File: src/rtl/button_debounce.sv
// Push-button conditioner: synchroniser, debounce filter, press/release pulses
// and a once-per-press long-press detector.
module button_debounce #(
    parameter int DEBOUNCE_CYCLES   = 1000000,
    parameter int SYNC_STAGES       = 2,
    parameter int LONG_PRESS_CYCLES = 50000000
) (
    input  logic clk,
    input  logic rst,
    input  logic btn_i,
    output logic level_o,
    output logic press_o,
    output logic release_o,
    output logic long_press_o
);

    localparam int CW = $clog2(DEBOUNCE_CYCLES + 1);
    localparam int HW = $clog2(LONG_PRESS_CYCLES + 1);
    localparam logic [CW-1:0] CNT_LAST  = CW'(DEBOUNCE_CYCLES - 1);
    localparam logic [HW-1:0] HOLD_LAST = HW'(LONG_PRESS_CYCLES - 1);

    typedef enum logic [1:0] {
        RELEASED,
        PRESSED,
        LONG_HELD
    } state_t;

    logic [SYNC_STAGES-1:0] sync_ff;
    logic                   sync;
    logic [CW-1:0]          cnt;
    logic                   accept;
    logic                   rise;
    logic                   fall;
    state_t                 state;
    state_t                 state_next;
    logic [HW-1:0]          hold_cnt;
    logic [HW-1:0]          hold_next;
    logic                   long_next;

    // btn_i lands directly on the first flop of the chain
    always_ff @(posedge clk) begin
        if (rst) begin
            sync_ff <= '0;
        end else begin
            sync_ff <= {sync_ff[SYNC_STAGES-2:0], btn_i};
        end
    end

    assign sync   = sync_ff[SYNC_STAGES-1];
    assign accept = (sync != level_o) && (cnt == CNT_LAST);
    assign rise   = accept && sync;
    assign fall   = accept && !sync;

    // Any cycle that agrees with the current level restarts the stability count
    always_ff @(posedge clk) begin
        if (rst) begin
            cnt       <= '0;
            level_o   <= 1'b0;
            press_o   <= 1'b0;
            release_o <= 1'b0;
        end else begin
            press_o   <= rise;
            release_o <= fall;
            if (sync == level_o) begin
                cnt <= '0;
            end else if (accept) begin
                level_o <= sync;
                cnt     <= '0;
            end else begin
                cnt <= cnt + CW'(1);
            end
        end
    end

    always_ff @(posedge clk) begin
        if (rst) begin
            state        <= RELEASED;
            hold_cnt     <= '0;
            long_press_o <= 1'b0;
        end else begin
            state        <= state_next;
            hold_cnt     <= hold_next;
            long_press_o <= long_next;
        end
    end

    // A release on the terminal edge takes priority over the long-press pulse
    always_comb begin
        state_next = state;
        hold_next  = hold_cnt;
        long_next  = 1'b0;
        case (state)
            RELEASED: begin
                if (rise) begin
                    state_next = PRESSED;
                    hold_next  = '0;
                end
            end
            PRESSED: begin
                if (fall) begin
                    state_next = RELEASED;
                end else if (hold_cnt == HOLD_LAST) begin
                    state_next = LONG_HELD;
                    long_next  = 1'b1;
                end else begin
                    hold_next = hold_cnt + HW'(1);
                end
            end
            LONG_HELD: begin
                if (fall) begin
                    state_next = RELEASED;
                end
            end
            default: begin
                state_next = RELEASED;
            end
        endcase
    end

endmodule

File: config.mk
export PLATFORM = sky130hd
export DESIGN_NAME = button_debounce
export DESIGN_NICKNAME = d
export VERILOG_FILES = /design/src/rtl/button_debounce.sv
export SDC_FILE = /design/constraint.sdc
export NUM_CORES = 1
export LEC_CHECK = 0
export ABC_AREA = 0
export CAP_MARGIN = 20
export CORE_MARGIN = 4
export CORE_UTILIZATION = 55
export DETAILED_ROUTE_END_ITERATION = 16
export DONT_BUFFER_PORTS = 1
export GPL_TIMING_DRIVEN = 0
export MAX_ROUTING_LAYER = met4
export PLACE_DENSITY = 0.67
export SYNTH_ARGS = -nofsm -noshare
export SYNTH_HDL_FRONTEND = slang
export SYNTH_SLANG_ARGS = --single-unit
File: constraint.sdc
create_clock -name clk -period 3.1 [get_ports clk]
set_clock_uncertainty 0.2 [all_clocks]
set_input_delay 0.62 -clock clk [delete_from_list [all_inputs] [get_ports clk]]
set_output_delay 0.62 -clock clk [all_outputs]
set_load 0.01 [all_outputs]
Yosys cells after proc, flatten, opt, wreduce, memory -nomap -nowiden

Index checks and enable logic that the tools add are counted.
W data, S select, Z words.

Register bits after elaboration: 54
Logic and storage cells: 44
Output and inout port bits: 4

Add/subtract/negate cells: 2
Reductions and logical operators: 11
Muxes and demuxes: 10
Eq/ne operators: 11
Bitwise logic cells: 2

Operators by type and width:

| kind                    | number |
|---|---|
| $mux W26                | 3 |
| $pmux W26 S2            | 1 |
| $add A26 B1 Y26 const B | 1 |
| $eq A26 B26 Y1 const B  | 1 |
| $add A20 B1 Y20 const B | 1 |
| $eq A20 B20 Y1 const B  | 1 |
| $mux W2                 | 4 |
| $ne A2 B2 Y1 const B    | 4 |
| $pmux W2 S3             | 1 |
| $reduce_or A3 Y1        | 2 |
| $reduce_and A4 Y1       | 1 |
| $logic_and A1 B1 Y1     | 3 |
| $ne A3 B3 Y1 const B    | 1 |
| $reduce_and A3 Y1       | 1 |
| $eq A2 B1 Y1 const B    | 1 |
| $eq A2 B2 Y1 const B    | 1 |
| $logic_not A2 Y1        | 1 |
| $not A1 Y1              | 2 |
| $reduce_and A2 Y1       | 1 |
| $reduce_bool A2 Y1      | 1 |
| $eq A1 B1 Y1            | 1 |
| $logic_not A1 Y1        | 1 |
| $mux W1                 | 1 |
| $ne A1 B1 Y1            | 1 |

Logic depth before layout (Yosys ltp)

Gate-level depths: netlist of the first run.

Word-level depth: 5
Gate-level depth with buffers: 8

Least setup slack after synthesis of the first run

No wires, ideal clock.

Path type: register -> register
From: register cnt[12]
To: register hold_cnt[9]
Arrival time: 1.882 ns
Path slack: 0.886 ns
Cell stages (with the launch flop): 6
Path buffers: 0
Cells stage by stage: dfxtp_1 > or4b_4 > nor4_4 > a21oi_2 > o31ai_4 > a31oi_1

Cells in the longest elaborated chain, start to end: 5
Elaborated cells between the ends (all ways): 7
Those cells by class: 3 x eq/ne; 4 x reduce/logical

Ends and longest elaborated chain:

| item                                   | line   | text |
|---|---|---|
| start, declared                        | 30     | `logic [CW-1:0] cnt;` |
| start signal, assigned                 | 70     | `cnt <= cnt + CW'(1);` |
| $eq A20 B20 Y1 (*)                     | 50     | `assign accept = (sync != level_o) && (cnt == CNT_LAST);` |
| $logic_and A1 B1 Y1 (*)                | 50     |  |
| $logic_and A1 B1 Y1 (on tied branches) | 52, 51 |  |
| $ne A2 B2 Y1 (no line)                 | -      |  |
| $reduce_and A4 Y1 (no line) (*)        | -      |  |
| end signal, assigned                   | 82     | `hold_cnt <= hold_next;` |
| end, declared                          | 36     | `logic [HW-1:0] hold_cnt;` |

Every way passes the cells marked *; elsewhere a longest branch is shown, timed or not.
A chain may end at the register's enable or synchronous reset.

Worst setup path after layout of the first run

From: register hold_cnt[2]
To: register hold_cnt[25]

Cells in the longest elaborated chain, start to end: 4
Elaborated cells between the ends (all ways): 7
Those cells by class: 1 x add/sub; 2 x eq/ne; 3 x mux; 1 x reduce/logical

Ends and longest elaborated chain:

| item            | line | text |
|---|---|---|
| $add A26 B1 Y26 | 106  | `hold_next = hold_cnt + HW'(1);` |
| $mux W26        | 102  | `end else if (hold_cnt == HOLD_LAST) begin` |
| $mux W26        | 100  | `if (fall) begin` |
| $pmux W26 S2    | 92   | `case (state)` |

Several ways; a longest one is shown, not always the timed one. The select of a mux whose other input is x is not followed.

==> results of run 1 <==
## layout make-up
| class | instances | share of cell area [%] |
|---|---|---|
| inverters | 11 | 1.40 |
| well taps | 67 | 2.83 |
| plain buffers | 9 | 2.54 |
| flip-flops and latches | 54 | 36.5 |
| clock buffers | 7 | 2.58 |
| multi-input cells | 239 | 54.1 |
## report_power, final
| group | internal [mW] | switching [mW] | leakage, nW |
|---|---|---|---|
| sequential | 0.695 | 0.00133 | 0.435 |
| combinational | 0.00508 | 0.0145 | 0.405 |
| clock | 0.156 | 0.217 | 0.0383 |
## routing by layer
metal | wire length (um) | GRT usage (%)
met1 | 2770 | 26.0
met2 | 3170 | 39.2
met3 | 280 | 4.20
met4 | 62 | 7.73
met5 | 0 | -
## stage by stage
step / hold WS, ns / worst slack, ns
6_report: 0.244 / 0.547
5_1_grt: 0.256 / 0.379
4_1_cts: 0.238 / 0.576
3_5_place_dp: 0.240 / 0.602
3_3_place_gp: 0.220 / 0.581
2_1_floorplan: 0.214 / 0.886
## worst max-delay path: cells and delay by family (launching register included)
kind	cells	cell delay (ns)
compound gates	1	0.14
flops	1	0.43
simple gates	4	1.72
## sequential cells by signal (all words and copies together), names as in the netlist
signal / flops
hold_cnt: 26
cnt: 20
state: 2
sync_ff: 2
level_o: 1
long_press_o: 1
press_o: 1
release_o: 1
## synth_stat cells (3+ instances only)
cell       n
dfxtp_1   54
or4_1     10
nand3_1   25
nand4_1    7
inv_1     11
nor2_1    30
a41oi_1    4
nor3_1     8
xnor2_1    8
a31oi_1    5
nand2b_1   5
mux2i_1    3
nor4_1    10
nand2_1   26
o21ai_0    3
a21oi_1   11
xor2_1    11
and3_1     7
o31ai_1   13
a21oi_2    4
buf_2      3
## final timing paths
check | startpoint | depth (start not counted) | end
setup reg to reg | hold_cnt[2]$_SDFFE_PP0P_ | 5 | hold_cnt[25]$_SDFFE_PP0P_
setup / recovery | hold_cnt[2]$_SDFFE_PP0P_ | 5 | hold_cnt[25]$_SDFFE_PP0P_
hold reg to reg | sync_ff[0]$_SDFF_PP0_ | 1 | sync_ff[1]$_SDFF_PP0_
hold / removal | btn_i | 1 | sync_ff[0]$_SDFF_PP0_
## kinds of logic (layout without fill, tap and decap cells)
group                    after synthesis  count (layout)
AO/OA/AOI/OAI                         54              54
XOR/XNOR                              19              19
adder cells (fa/ha/maj)                2               2
buffers and inverters                 20              27
flip-flops                            54              54
multiplexers                           3               3
AND/OR/NAND/NOR                      161             161
==> metrics.txt, run 1 <==
Routed WL 6290 um; largest family of logic cells by synthesized area simple AND/OR/NAND/NOR gates; Worst Setup End Kind flop; I/O pin cnt 7; layout cell share with drive strength beyond 1 11.9%; RSZ-0062 raised after global routing no; post_cts resized 0; max_slew headroom 36.2%; All-Layer GR Usage 22.5%; Die X 79.3 um; initial DRC count 203; Final Power 1.09 mW; Synth Flop Type dfxtp_1; synthesized-area fraction occupied by adder cells 0.894%; NumNets Final 325; Max VDD drop 0.000210 V; crit path launch type flop; via count 2356; Clock Sinks 54; Pre-Repair DR Iteration Count 4; number of flops mapped to enable cells by yosys 0; global route overflow 0; crit path cell chain nand3_1 -> nor4_2 -> nand2_1 -> or4_1 -> a21oi_1; Skew-Pair Late Insertion Delay 0.30 ns; largest net degree at the start of global routing 15; number of synthesized register bits 54; Synth cell types 58; Final Cell Area 2960 um2; initial antenna violation count 0; Clock Tree Buf Depth 2; commonest non-fill, non-tap cells in the layout 54 x dfxtp_1, 30 x nor2_1, 26 x nand2_1; Crit Path Max Fanout 9; CTS HTree Levels 2; Die Area 6290 um2; final core occ 61.4%; post-route setup TNS 0 ns; Setup Fix Bufs, Post-CTS 0; DRT antenna net count 0; Req. time, crit path 3.14 ns; register area share after synthesis 38.6%; CTS root buf clkbuf_8; Remaining DRCs 0; non-filler cells, final 387; detailed placement HPWL 4570 um; Compound-Gate Fraction of Synth Area 14.8%; vias in the first global route 2349; Post-CTS Hold Buffers 0; FF/Latch Area 1080 um2; Yosys warning count 0; GPL Wtd Cong 0.804; syn_nets 318; CP max stage delay 0.78 ns; commonest non-fill, non-tap cell in the layout dfxtp_1; crit path time final 2.55 ns; flop-to-flop setup slack 0.55 ns; starting density of the core 58.1%; CTS Buf Count 5; critical path type reg -> reg; n_diodes 0; Rows 25; Worst-path clk slew 0.09 ns; area of the multi-input gates 1600 um2; Fill cells 460; Hold Path Class in -> reg; IO buf count 0; placed standard-cell area 2880 um2; Mapped Area 2800 um2; mux contribution to synthesized area 1.07%; Pleak 0.879 nW; Syn-to-layout area delta 5.72%; crit share post-route 82.4%; Fmax achieved 392 MHz; Power Density 368 nW/um2; slew of the pin with the lowest slew margin 0.948 ns; Cells after Synth 313; Max-cap violations 0; core area 4820 um2; Wirelength per Cell 16.2 um; Final Hold Violating Endpoints 0; Placed Instances 380; first-pass GRT wire length 11000 um; Syn Area/Cell 8.94 um2; CTS tree yes; Slew Viols, Final 0; share of flip-flops with an asynchronous set or reset 0%; status complete, no violations; Die Span Y 79.3 um; Synth area leader dfxtp_1; Max stage delay cell, worst path nor4_2; share of Yosys cell area claimed by the top area cell type 38.6%; post-synthesis xor/xnor area fraction 5.95%; Final setup viols 0; Worst Path Arrival 2.59 ns; post-synthesis simple-gate area fraction 34.5%; top post-synthesis cells by area dfxtp_1 39%, nand3_1 4.5%, nor2_1 4.0%; vias per inst 6.09
Note: power is estimated with default switching activity, not from simulation.
==> inputs of run 2 (changes only) <==
--- a/config.mk
+++ b/config.mk
@@ -13,7 +13,7 @@
 export DONT_BUFFER_PORTS = 1
 export GPL_TIMING_DRIVEN = 0
 export MAX_ROUTING_LAYER = met4
-export PLACE_DENSITY = 0.67
+export PLACE_DENSITY = 0.7
 export SYNTH_ARGS = -nofsm -noshare
 export SYNTH_HDL_FRONTEND = slang
 export SYNTH_SLANG_ARGS = --single-unit
==> constraint.sdc (replaced) <==
create_clock -name clk -period 2.2 [get_ports clk]
set_clock_uncertainty 0.2 [all_clocks]
set_input_delay 0.44 -clock clk [delete_from_list [all_inputs] [get_ports clk]]
set_output_delay 0.44 -clock clk [all_outputs]
set_load 0.01 [all_outputs]
==> run 2 against run 1 <==
The run now ends with negative setup slack left. Flip-flop and latch count is the same. Register-to-register slack lost 0.65 ns. Maximum frequency grew 11%. Clock-buffer cell count shrank 1. Sequential share of layout area shrank 6.5 points. Total power grew 55%. Combinational power grew 74%. First-iteration DRC count shrank 3.0%. Hold slack lost 0.17 ns. Worst setup slack lost 0.65 ns. Sequential power grew 40%. Largest power group unchanged. Highest routed layer unchanged.
==> metrics.txt, run 2 (synthesized netlist as in run 1, its figures left out) <==
n_diodes 0; max reg flops 26; post-route setup TNS -1.31 ns; initial antenna violation count 0; CP max stage delay 0.53 ns; global route overflow 0; Pleak 1.19 nW; Max VDD drop 0.000330 V; Pre-Repair DR Iteration Count 5; final setup margin -0.105 ns; vias per inst 6.37; Die Span Y 79.3 um; Final Hold Violating Endpoints 0; Regs by FF count hold_cnt x26, cnt x20; crit path cell chain nand4_4 -> nor4_4 -> nand2_1 -> or4_1 -> a21oi_1; Clock Sinks 54; Final setup viols 23; IO buf count 0; vias in the first global route 2404; failing checks negative setup slack; Die Area 6290 um2; GPL Wtd Cong 0.902; Req. time, crit path 2.22 ns; slew of the pin with the lowest slew margin 0.573 ns; Rows 25; detailed placement HPWL 4410 um; status finished, violations left; crit path time final 2.30 ns; crit path launch type flop; initial DRC count 197; Setup WS pre-CTS -0.330 ns; commonest non-fill, non-tap cells in the layout 42 x dfxtp_1, 30 x nor2_1, 24 x nand2_1; Most flops, register hold_cnt; Max-cap violations 0; Skew-Pair Late Insertion Delay 0.30 ns; Syn-to-layout area delta 31.4%; CTS root buf clkbuf_8; Remaining DRCs 0; Power Density 460 nW/um2; largest net degree at the start of global routing 16; Max stage delay cell, worst path dfxtp_1; Hold Path Class in -> reg; Slew Viols, Final 0; RSZ-0062 raised after global routing yes; Worst Setup End Kind flop; crit share post-route 105%; Crit Path Max Fanout 7; NumNets Final 350; Routed WL 7460 um; via count 2626; core area 4820 um2; Clock Tree Buf Depth 2; Die X 79.3 um; DRT antenna net count 0; Wirelength per Cell 18.1 um; Worst-path clk slew 0.10 ns; layout cell share with drive strength beyond 1 34.5%; All-Layer GR Usage 24.5%; max_slew headroom 61.8%; Fmax achieved 434 MHz; Post-CTS Hold Buffers 0; first-pass GRT wire length 11900 um; CTS Buf Count 5; non-filler cells, final 412; CTS tree yes; Placed Instances 380; Worst path top cell family by delay simple AND/OR/NAND/NOR gates; CP bufs+invs 0; commonest non-fill, non-tap cell in the layout dfxtp_1; starting density of the core 58.1%; CTS HTree Levels 2; Worst Path Arrival 2.33 ns; Final Power 1.69 mW; I/O pin cnt 7; critical path type reg -> reg
-- run 2: changes by cell type in the layout (fill, tap and decap cells not counted), sizes merged --
cell,before,now
buf,7,32
clkbuf,9,8
bufinv,0,1
-- run 2: cell type report --
cell class / instances / area [um2]
Multi-Input combinational cell: 239 / 2020
Fill cell: 337 / 1140
Sequential cell: 54 / 1110
Timing Repair Buffer: 25 / 219
Buffer: 9 / 93.8
Tap cell: 67 / 83.8
Clock buffer: 6 / 82.6
Inverter: 11 / 41.3
Clock inverter: 1 / 30.0
-- run 2: metal layers --
layer / part of all wire [%] / wire length, um / global-route usage (%) / vias to the layer above
met5: 0 / 0 / - / -
met4: 1.9 / 145 / 7.22 / 0
met3: 5.9 / 437 / 3.97 / 15
met2: 45 / 3360 / 36.6 / 94
met1: 47 / 3510 / 34.2 / 1279
li1: - / - / - / 1238
-- run 2: power by group --
| part | internal [mW] | total [mW] | switching (mW) |
|---|---|---|---|
| combinational | 0.0100 | 0.0342 | 0.0242 |
| clock | 0.365 | 0.681 | 0.316 |
| sequential | 0.974 | 0.976 | 0.00233 |
| total | 1.35 | 1.69 | 0.343 |
-- run 2: repair_timing --
item / 4_1_cts / 5_1_grt
pin swaps: 17 / 29
endpoints found under the setup margin: 42 / 41
setup buffers: 14 / 13
resized for setup: 40 / 55
gates cloned: 1 / 0
endpoints found under the hold margin: 0 / 0
-- run 2: final timing paths --
path | start | end | slack (ns) | depth (start not counted)
setup / recovery | hold_cnt[12]$_SDFFE_PP0P_ | hold_cnt[25]$_SDFFE_PP0P_ | -0.10 | 5
hold / removal | btn_i | sync_ff[0]$_SDFF_PP0_ | 0.07 | 1
setup reg to reg | hold_cnt[12]$_SDFFE_PP0P_ | hold_cnt[25]$_SDFFE_PP0P_ | -0.10 | 5
hold reg to reg | sync_ff[0]$_SDFF_PP0_ | sync_ff[1]$_SDFF_PP0_ | 0.25 | 1
-- run 2: through the flow --
stage | hold WS [ns] | util [%] | area (um2)
floorplan | 0.214 | - | 2810
global placement | 0.218 | 60.1 | 2890
detailed placement | 0.233 | 60.1 | 2890
CTS | 0.0567 | 68.8 | 3310
global route | 0.0755 | 76.3 | 3680
finish | 0.0730 | 76.3 | 3680
==> inputs of run 3 (changes only) <==
--- a/config.mk
+++ b/config.mk
@@ -7,6 +7,7 @@
 export LEC_CHECK = 0
 export ABC_AREA = 0
 export CAP_MARGIN = 20
+export CORE_ASPECT_RATIO = 1.4
 export CORE_MARGIN = 4
 export CORE_UTILIZATION = 55
 export DETAILED_ROUTE_END_ITERATION = 16
==> run 3 against run 2 <==
The run still ends with negative setup slack left. Global-route usage shrank 0.64 points. Combinational power rose by 5%. First-iteration DRC count is 1.5% higher. Sequential power about the same. Die area increased by 0.26%. Worst setup slack lost 0.081 ns. Total power decreased by 5.1%. Clock power decreased by 13%. Register-to-register slack got worse by 0.08 ns. Utilization down 4.3 points. Critical path type unchanged. Largest power group unchanged.
==> metrics.txt, run 3 (synthesized netlist as in run 1, its figures left out) <==
Most flops, register hold_cnt; global route overflow 0; GPL Wtd Cong 0.835; first-pass GRT wire length 11400 um; Max VDD drop 0.000325 V; NumNets Final 348; crit path launch type flop; Worst Path Arrival 2.43 ns; Worst-path clk slew 0.10 ns; RSZ-0062 raised after global routing yes; Worst Setup End Kind flop; Syn-to-layout area delta 25.7%; Crit Path Max Fanout 5; Worst path top cell family by delay simple AND/OR/NAND/NOR gates; Req. time, crit path 2.24 ns; Skew-Pair Late Insertion Delay 0.31 ns; DRT antenna net count 0; crit share post-route 108%; layout cell share with drive strength beyond 1 29.4%; met1 usage 24.8%; Final Cell Area 3520 um2; Die Span Y 92.4 um; met2 Use GR 43.0%; crit path cell chain or3b_2 -> nor4b_4 -> buf_4 -> a21o_4 -> buf_8 -> clkbuf_16 -> o31ai_1 -> a21oi_1; crit path time final 2.39 ns; CP max stage delay 0.54 ns; IO buf count 0; CTS Buf Count 5; Slew Viols, Final 0; CTS HTree Levels 2; core area 4880 um2; Pre-Repair DR Iteration Count 4; max reg flops 26; CP bufs+invs 3; Regs by FF count hold_cnt x26, cnt x20; commonest non-fill, non-tap cells in the layout 46 x dfxtp_1, 30 x nor2_1, 24 x nand2_1, 24 x nand3_1, 17 x buf_4; met3 usage 3.88%; Pleak 1.17 nW; largest net degree at the start of global routing 17; failing checks negative setup slack; Clock Tree Buf Depth 2; Max-cap violations 0; Hold Path Class in -> reg; via count 2647; Setup WS pre-CTS -0.355 ns; CTS tree yes; Rows 30; initial DRC count 200; placed standard-cell area 2890 um2; vias per inst 6.49; final setup margin -0.185 ns; max_slew headroom 61.6%; vias in the first global route 2496; starting density of the core 57.3%; status finished, violations left; Remaining DRCs 0; CTS root buf clkbuf_8; n_diodes 0; All-Layer GR Usage 23.9%; Routed WL 7580 um; Clock Sinks 54; layer with the highest usage met2; Die Area 6310 um2; Wirelength per Cell 18.6 um; I/O pin cnt 7; Max stage delay cell, worst path or3b_2; critical path type reg -> reg; Final Hold Violating Endpoints 0; Power Density 456 nW/um2; slew of the pin with the lowest slew margin 0.577 ns; Final setup viols 24; Die X 68.3 um; initial antenna violation count 0; Fill cells 358; Fmax achieved 419 MHz; detailed placement HPWL 4720 um; commonest non-fill, non-tap cell in the layout dfxtp_1
-- run 3: cell types whose count changed in the layout (fill, tap and decap cells not counted), sizes merged --
| cell | previous run | this run |
|---|---|---|
| buf | 32 | 28 |
| clkbuf | 8 | 10 |
| bufinv | 1 | 0 |
| clkinv | 0 | 1 |
| clkinvlp | 0 | 1 |
-- run 3: area by class of cell --
type | instances | area, um2 | area share [%]
flip-flops and latches | 54 | 1100 | 31.2
clock buffers | 6 | 82.6 | 2.35
multi-input cells | 239 | 1890 | 53.6
clock inverters | 2 | 12.5 | 0.356
plain buffers | 9 | 90.1 | 2.56
repair buffers | 23 | 226 | 6.44
inverters | 11 | 41.3 | 1.17
well taps | 64 | 80.1 | 2.28
-- run 3: per-layer routing --
metal	routed length, um	vias up
li1	-	1233
met1	2830	1308
met2	4150	73
met3	283	33
met4	318	0
met5	0	-
-- run 3: path summary, 6_finish.rpt --
path	start	end	slack [ns]	cells after the start
max reg2reg	cnt[13]$_SDFF_PP0_	hold_cnt[25]$_SDFFE_PP0P_	-0.19	8
min reg2reg	sync_ff[0]$_SDFF_PP0_	sync_ff[1]$_SDFF_PP0_	0.25	1
max	cnt[13]$_SDFF_PP0_	hold_cnt[25]$_SDFFE_PP0P_	-0.19	8
min	btn_i	sync_ff[0]$_SDFF_PP0_	0.06	1
-- run 3: what timing repair did --
action,CTS,global route
pin swaps,6,15
hold buffers,0,0
endpoints found under the setup margin,47,38
setup buffers,11,10
resized for setup,31,35
cloned,0,2
-- run 3: power by group --
group,internal (mW),switching [mW]
clock network,0.254,0.338
registers,0.975,0.00220
logic,0.0115,0.0244
-- run 3: through the flow --
step	total power [mW]	TNS [ns]	hold WS (ns)	util (%)	cells
CTS	1.61	-1.20	0.0548	65.9	396
floorplan	1.02	0	0.214	-	313
finish	1.60	-2.00	0.0565	72.1	408
global placement	1.03	-11.02	0.231	59.2	377
global route	1.65	-2.69	0.0722	72.1	408
detailed placement	1.03	-11.35	0.228	59.2	377
-- run 3: worst register-to-register path, stage by stage (launching register included) --
cell and delay, ns:
dfxtp_1 0.38, or3b_2 0.54, nor4b_4 0.31, buf_4 0.20, a21o_4 0.17, buf_8 0.13, clkbuf_16 0.15, o31ai_1 0.08
a21oi_1 0.15
